<file path="config.mk">
export PLATFORM = sky130hd
export DESIGN_NAME = kmeans_centroid_sequencer
export DESIGN_NICKNAME = d
export VERILOG_FILES = /design/src/rtl/kmeans_centroid_sequencer.sv
export SDC_FILE = /design/constraint.sdc
export NUM_CORES = 2
export LEC_CHECK = 0
export BUFFER_PORTS_ARGS = -buffer_cell sky130_fd_sc_hd__buf_2
export CORE_MARGIN = 5
export CORE_UTILIZATION = 50
export CTS_BUF_LIST = sky130_fd_sc_hd__clkbuf_8
export CTS_CLUSTER_SIZE = 12
export DETAILED_ROUTE_END_ITERATION = 6
export PLACE_DENSITY = 0.82
export SYNTH_ARGS = -nofsm -noshare
export SYNTH_HDL_FRONTEND = slang
export SYNTH_SLANG_ARGS = --single-unit
</file>
<file path="constraint.sdc">
create_clock -name clk -period 4.98 [get_ports clk]
set_input_delay 0.996 -clock clk [delete_from_list [all_inputs] [get_ports clk]]
set_output_delay 0.996 -clock clk [all_outputs]
set_load 0.01 [all_outputs]
</file>
<file path="src/rtl/kmeans_centroid_sequencer.sv">
// kmeans_centroid_sequencer
//   Initiator-side controller for a combinational double-precision point-ops
//   unit. Accumulates per-cluster (x,y) sums and point counts with ADD ops,
//   then, on finish, issues one DIV per cluster and emits the new centroids.
//
// Ports
//   clk, reset                  clock, synchronous active-high reset
//   io_in_valid/ready           point input handshake
//   io_in_x/y, io_in_idx        point coordinates (double) and cluster index
//   io_finish                   level request to compute centroids
//   io_op, io_p1x/y, io_p2x/y,
//   io_den                      command and operands to the point-ops unit
//   io_rx/ry                    same-cycle result from the point-ops unit
//   io_out_valid/ready          centroid output handshake
//   io_out_x/y, io_out_idx,
//   io_out_empty                centroid value, cluster, zero-count flag
//   io_drop                     pulse: accepted point had an out-of-range index
//   io_done                     pulse: last centroid has been taken
module kmeans_centroid_sequencer #(
    parameter int K     = 4,
    parameter int IDX_W = 2
) (
    input  logic             clk,
    input  logic             reset,
    input  logic             io_in_valid,
    output logic             io_in_ready,
    input  logic [63:0]      io_in_x,
    input  logic [63:0]      io_in_y,
    input  logic [IDX_W-1:0] io_in_idx,
    input  logic             io_finish,
    output logic [3:0]       io_op,
    output logic [63:0]      io_p1x,
    output logic [63:0]      io_p1y,
    output logic [63:0]      io_p2x,
    output logic [63:0]      io_p2y,
    output logic [63:0]      io_den,
    input  logic [63:0]      io_rx,
    input  logic [63:0]      io_ry,
    output logic             io_out_valid,
    input  logic             io_out_ready,
    output logic [63:0]      io_out_x,
    output logic [63:0]      io_out_y,
    output logic [IDX_W-1:0] io_out_idx,
    output logic             io_out_empty,
    output logic             io_drop,
    output logic             io_done
);

    localparam logic [3:0]  OP_NOP = 4'd0;
    localparam logic [3:0]  OP_ADD = 4'd1;
    localparam logic [3:0]  OP_DIV = 4'd3;
    localparam logic [63:0] DBL_ONE = 64'h3FF0000000000000;

    typedef enum logic [2:0] {
        S_ACCEPT,
        S_SUM,
        S_CNT,
        S_DIV,
        S_EMIT
    } state_t;

    state_t state_q, state_d;

    logic [63:0] acc_x_q [K];
    logic [63:0] acc_x_d [K];
    logic [63:0] acc_y_q [K];
    logic [63:0] acc_y_d [K];
    logic [63:0] cnt_q   [K];
    logic [63:0] cnt_d   [K];

    logic [63:0]      px_q, px_d;
    logic [63:0]      py_q, py_d;
    // cur holds the latched point's cluster during SUM/CNT and the
    // cluster being emitted during DIV/EMIT.
    logic [IDX_W-1:0] cur_q, cur_d;

    logic [63:0]      out_x_q, out_x_d;
    logic [63:0]      out_y_q, out_y_d;
    logic [IDX_W-1:0] out_idx_q, out_idx_d;
    logic             out_empty_q, out_empty_d;
    logic             out_valid_q, out_valid_d;
    logic             drop_q, drop_d;
    logic             done_q, done_d;

    logic idx_oob;
    assign idx_oob = (32'(io_in_idx) >= 32'(K));

    assign io_out_valid = out_valid_q;
    assign io_out_x     = out_x_q;
    assign io_out_y     = out_y_q;
    assign io_out_idx   = out_idx_q;
    assign io_out_empty = out_empty_q;
    assign io_drop      = drop_q;
    assign io_done      = done_q;

    always_comb begin
        state_d     = state_q;
        acc_x_d     = acc_x_q;
        acc_y_d     = acc_y_q;
        cnt_d       = cnt_q;
        px_d        = px_q;
        py_d        = py_q;
        cur_d       = cur_q;
        out_x_d     = out_x_q;
        out_y_d     = out_y_q;
        out_idx_d   = out_idx_q;
        out_empty_d = out_empty_q;
        out_valid_d = out_valid_q;
        drop_d      = 1'b0;
        done_d      = 1'b0;
        io_in_ready = 1'b0;
        io_op       = OP_NOP;
        io_p1x      = '0;
        io_p1y      = '0;
        io_p2x      = '0;
        io_p2y      = '0;
        io_den      = '0;

        unique case (state_q)
            S_ACCEPT: begin
                io_in_ready = 1'b1;
                if (io_in_valid) begin
                    px_d  = io_in_x;
                    py_d  = io_in_y;
                    cur_d = io_in_idx;
                    if (idx_oob) drop_d  = 1'b1;
                    else         state_d = S_SUM;
                end else if (io_finish) begin
                    cur_d   = '0;
                    state_d = S_DIV;
                end
            end
            S_SUM: begin
                io_op          = OP_ADD;
                io_p1x         = acc_x_q[cur_q];
                io_p1y         = acc_y_q[cur_q];
                io_p2x         = px_q;
                io_p2y         = py_q;
                acc_x_d[cur_q] = io_rx;
                acc_y_d[cur_q] = io_ry;
                state_d        = S_CNT;
            end
            S_CNT: begin
                // Count is incremented as a double: cnt + 1.0 through the x lane.
                io_op        = OP_ADD;
                io_p1x       = cnt_q[cur_q];
                io_p2x       = DBL_ONE;
                cnt_d[cur_q] = io_rx;
                state_d      = S_ACCEPT;
            end
            S_DIV: begin
                if (cnt_q[cur_q] == 64'h0) begin
                    out_x_d     = '0;
                    out_y_d     = '0;
                    out_empty_d = 1'b1;
                end else begin
                    io_op       = OP_DIV;
                    io_p1x      = acc_x_q[cur_q];
                    io_p1y      = acc_y_q[cur_q];
                    io_den      = cnt_q[cur_q];
                    out_x_d     = io_rx;
                    out_y_d     = io_ry;
                    out_empty_d = 1'b0;
                end
                out_idx_d   = cur_q;
                out_valid_d = 1'b1;
                state_d     = S_EMIT;
            end
            S_EMIT: begin
                if (io_out_ready) begin
                    out_valid_d    = 1'b0;
                    acc_x_d[cur_q] = '0;
                    acc_y_d[cur_q] = '0;
                    cnt_d[cur_q]   = '0;
                    if (cur_q == IDX_W'(K - 1)) begin
                        done_d  = 1'b1;
                        state_d = S_ACCEPT;
                    end else begin
                        cur_d   = cur_q + 1'b1;
                        state_d = S_DIV;
                    end
                end
            end
            default: state_d = S_ACCEPT;
        endcase
    end

    always_ff @(posedge clk) begin
        if (reset) begin
            state_q     <= S_ACCEPT;
            for (int unsigned i = 0; i < K; i++) begin
                acc_x_q[i] <= '0;
                acc_y_q[i] <= '0;
                cnt_q[i]   <= '0;
            end
            px_q        <= '0;
            py_q        <= '0;
            cur_q       <= '0;
            out_x_q     <= '0;
            out_y_q     <= '0;
            out_idx_q   <= '0;
            out_empty_q <= 1'b0;
            out_valid_q <= 1'b0;
            drop_q      <= 1'b0;
            done_q      <= 1'b0;
        end else begin
            state_q     <= state_d;
            acc_x_q     <= acc_x_d;
            acc_y_q     <= acc_y_d;
            cnt_q       <= cnt_d;
            px_q        <= px_d;
            py_q        <= py_d;
            cur_q       <= cur_d;
            out_x_q     <= out_x_d;
            out_y_q     <= out_y_d;
            out_idx_q   <= out_idx_d;
            out_empty_q <= out_empty_d;
            out_valid_q <= out_valid_d;
            drop_q      <= drop_d;
            done_q      <= done_d;
        end
    end

endmodule

</file>
==> metrics.yaml <==
pwr-share-seq: 0.436
die_w_um: 309
clk_path_buf_depth: 3
yosysWarningCount: 0
instances_no_fill: 7313
synth_cells: 5476
dieArea_mm2: 0.0952
worstReg2RegStart: "cur_q[0]"
drc: 37
slew_violations: 1
synth_top_family_by_area: "simple AND/OR/NAND/NOR gates"
dpl_cell_area_mm2: 0.0485
cts-root-buf: "clkbuf_8"
switching_share: 0.302
outcome: "finished, violations left"
routed_wl_mm: 177
muxShareOfSynthArea: 0.0970
vias: 44800
postSynth.asyncResetShare: 0
ant_nets: 0
gp_congestion: 0.895
synth_fa_ha_area_frac: 0.00112
reg2reg_setup_slack_ns: 0.97
timing.final.ws_setup_ns: -0.286
grt.total_usage: 0.340
power_leakage_nw: 20.7
cp.required_ns: 3.98
placement.io_buffers: 718
final.min_clock_period_ns: 5.27
synthFlopType: "dfxtp_1"
worstReg2RegEnd: "cnt_q[55]"
synth.area.top_cells: "dfxtp_1 46%, nand2_1 15%, a21oi_1 10%, mux4_2 9.7%, clkbuf_1 4.1%"
yosysSeqAreaShare: 0.465
synth.most_common_cell: "nand2_1"
initial_core_util: 0.504
finalCritPeriodShare: 1.06
rows: 109
dp_slack_ns: 0.313
clk_latency_ns: 0.90
tightest_slew_ns: 1.55
antenna_found_initial: 40
hold_viol: 0
rsz0062_at_grt: "yes"
p_int_mw: 13.9
setup-violations-final: 194
ys_types: 32
clkPwrFrac: 0.391
synth.cell_area_mm2: 0.0446
endpoint: "io_p1x[5]"
peakVddDrop_uv: 288
synthTopCellsByCount: "1,745 x nand2_1, 1,034 x dfxtp_1, 901 x a21oi_1"
end_kind: "primary output"
synth_top_area_cell: "dfxtp_1"
fin_skew_ns: 0.0664
grt_pass1_wl_mm: 252
wl_per_cell_um: 24.1
htreeDepth: 4
arrival_ns: 4.27
synth_compound_area_frac: 0.147
crit_fanout: 8
synth-simple-area-share: 0.238
synth_top_area_frac: 0.465
combPwrFrac: 0.173
syn_to_final_growth_pct: 20.6
ys_ff_latch: 1034
ioPinCount: 722
final_layout_size_suffix_gt1_frac: 0.237
syn-mean-instance-area_um2: 8.14
slew_headroom: -0.0305
n_fill_cell: 7192
failed_checks: "DRC, slew limit, setup timing"
vias_per_cell: 6.12
crit_type: "flip-flop to primary output"
synth_edf_count: 0
die-height_um: 309
cts_tree: "built"
drt_iter0_drc: 7177
final_area_mm2: 0.0537
dr.pass1.iters: 7
cp-startpoint: "cur_q[0]"
gr-total-overflow: 0
place_inst: 6884
grt_pass1_vias: 41300
worst_setup_path_start_kind: "flip-flop"
p_sw_mw: 6.02
worstHoldPathType: "input pin to flip-flop"
synth_xor_xnor_area_share: 0
power-per-cell-area_mw_per_mm2: 371
grt_max_degree: 239
dp_hpwl_mm: 108
clkTransAtPathRegs_ns: 0.07
cts.sinks: 1034
core-area_mm2: 0.0884
max-cap-violations: 0
final_nets: 6251
fmax_mhz: 190
r2r_cells: 9
numCtsBuffers: 169
==> placed cells by master, fill, tap and decap left out, types with 12 or more instances in the layout <==
cell,count
nand2_1,1735
dfxtp_1,1031
a21oi_1,881
buf_2,714
clkbuf_8,205
nand3_1,193
mux4_2,192
o21ai_0,136
nand3b_1,129
a22oi_1,128
buf_4,123
and2_1,118
nor2_1,73
nor2b_1,66
and3_1,64
inv_1,55
diode_2,34
o21ai_2,34
buf_12,31
o21ai_1,23
clkinv_2,21
a21oi_2,19
buf_6,13
a21o_1,12
==> stage by stage <==
step	util	hold slack, ns	power (mW)	TNS, ns
finish	0.608	0.362	19.9	-35.78
global route	0.608	0.329	20.5	-49.38
CTS	0.598	0.278	19.5	-5.93
detailed placement	0.549	0.437	11.5	0
global placement	0.549	0.430	11.4	0
floorplan	-	0.432	10.5	0
==> worst max-delay path, cell delays in order (launching register included) <==
cell and delay [ns]:
dfxtp_4 0.40, buf_6 0.14, bufbuf_16 0.27, buf_4 0.15
mux4_2 0.58, nor4_1 0.36, nand4_1 0.21, buf_4 0.21
nor4_4 0.24, buf_6 0.21, buf_12 0.18, clkbuf_16 0.19
o21ai_2 0.07, buf_2 0.17
==> timing repair <==
item / 4_1_cts / 5_1_grt
gates cloned: 9 / 10
buffers inserted: 43 / 33
resized for setup: 48 / 126
pin swaps: 12 / 50
hold buffers: 0 / 0
setup endpoints to repair: 194 / 194
==> power groups by stage <==
stage	Sequential (mW)	Clock [mW]	Combinational [mW]
after floorplan	8.84	0	1.63
after CTS	8.70	7.81	2.98
after global placement	8.87	0	2.56
final	8.70	7.80	3.44
after detailed placement	8.88	0	2.60
after global routing	8.72	8.22	3.55
==> worst min-delay path by stage <==
stage,from,to,cells past startpoint
floorplan,px_q[0],px_q[0],2
global placement,io_out_x[13],io_out_x[13],2
detailed placement,io_out_y[33],io_out_y[33],2
CTS,io_in_x[24],px_q[24],3
global route,io_in_x[24],px_q[24],3
finish,io_in_x[55],px_q[55],3
==> flip-flops by register name, indices dropped and copies added, names as in the netlist <==
register / cells
io_out_idx: 2
state_q: 3
px_q: 64
io_out_y: 64
io_out_empty: 1
io_out_valid: 1
io_out_x: 64
cnt_q: 256
acc_x_q: 256
cur_q: 2
io_done: 1
py_q: 64
acc_y_q: 256
==> kinds of logic after synthesis <==
kind of cell | after synthesis
AO/OA/AOI/OAI | 1239
adder cells (fa/ha/maj) | 4
buffers and inverters | 573
flip-flops | 1034
multiplexers | 192
other | 1
AND/OR/NAND/NOR | 2433
==> area by class of cell <==
type,instances,area (um2),area share
Timing Repair Buffer,906,5870,0.109
Sequential cell,1034,20700,0.385
Tap cell,1165,1460,0.0271
Antenna cell,34,85.1,0.00158
Clock inverter,96,717,0.0133
Clock buffer,205,2820,0.0525
Inverter,2,7.51,0.000140
Multi-Input combinational cell,3871,22100,0.410
==> layer usage <==
metal  routed length, um  track usage
met1               59600        0.407
met2               79300        0.530
met3               23100       0.0986
met4               14500        0.239
met5                  47            0
Power figures use the tool's default switching activity.
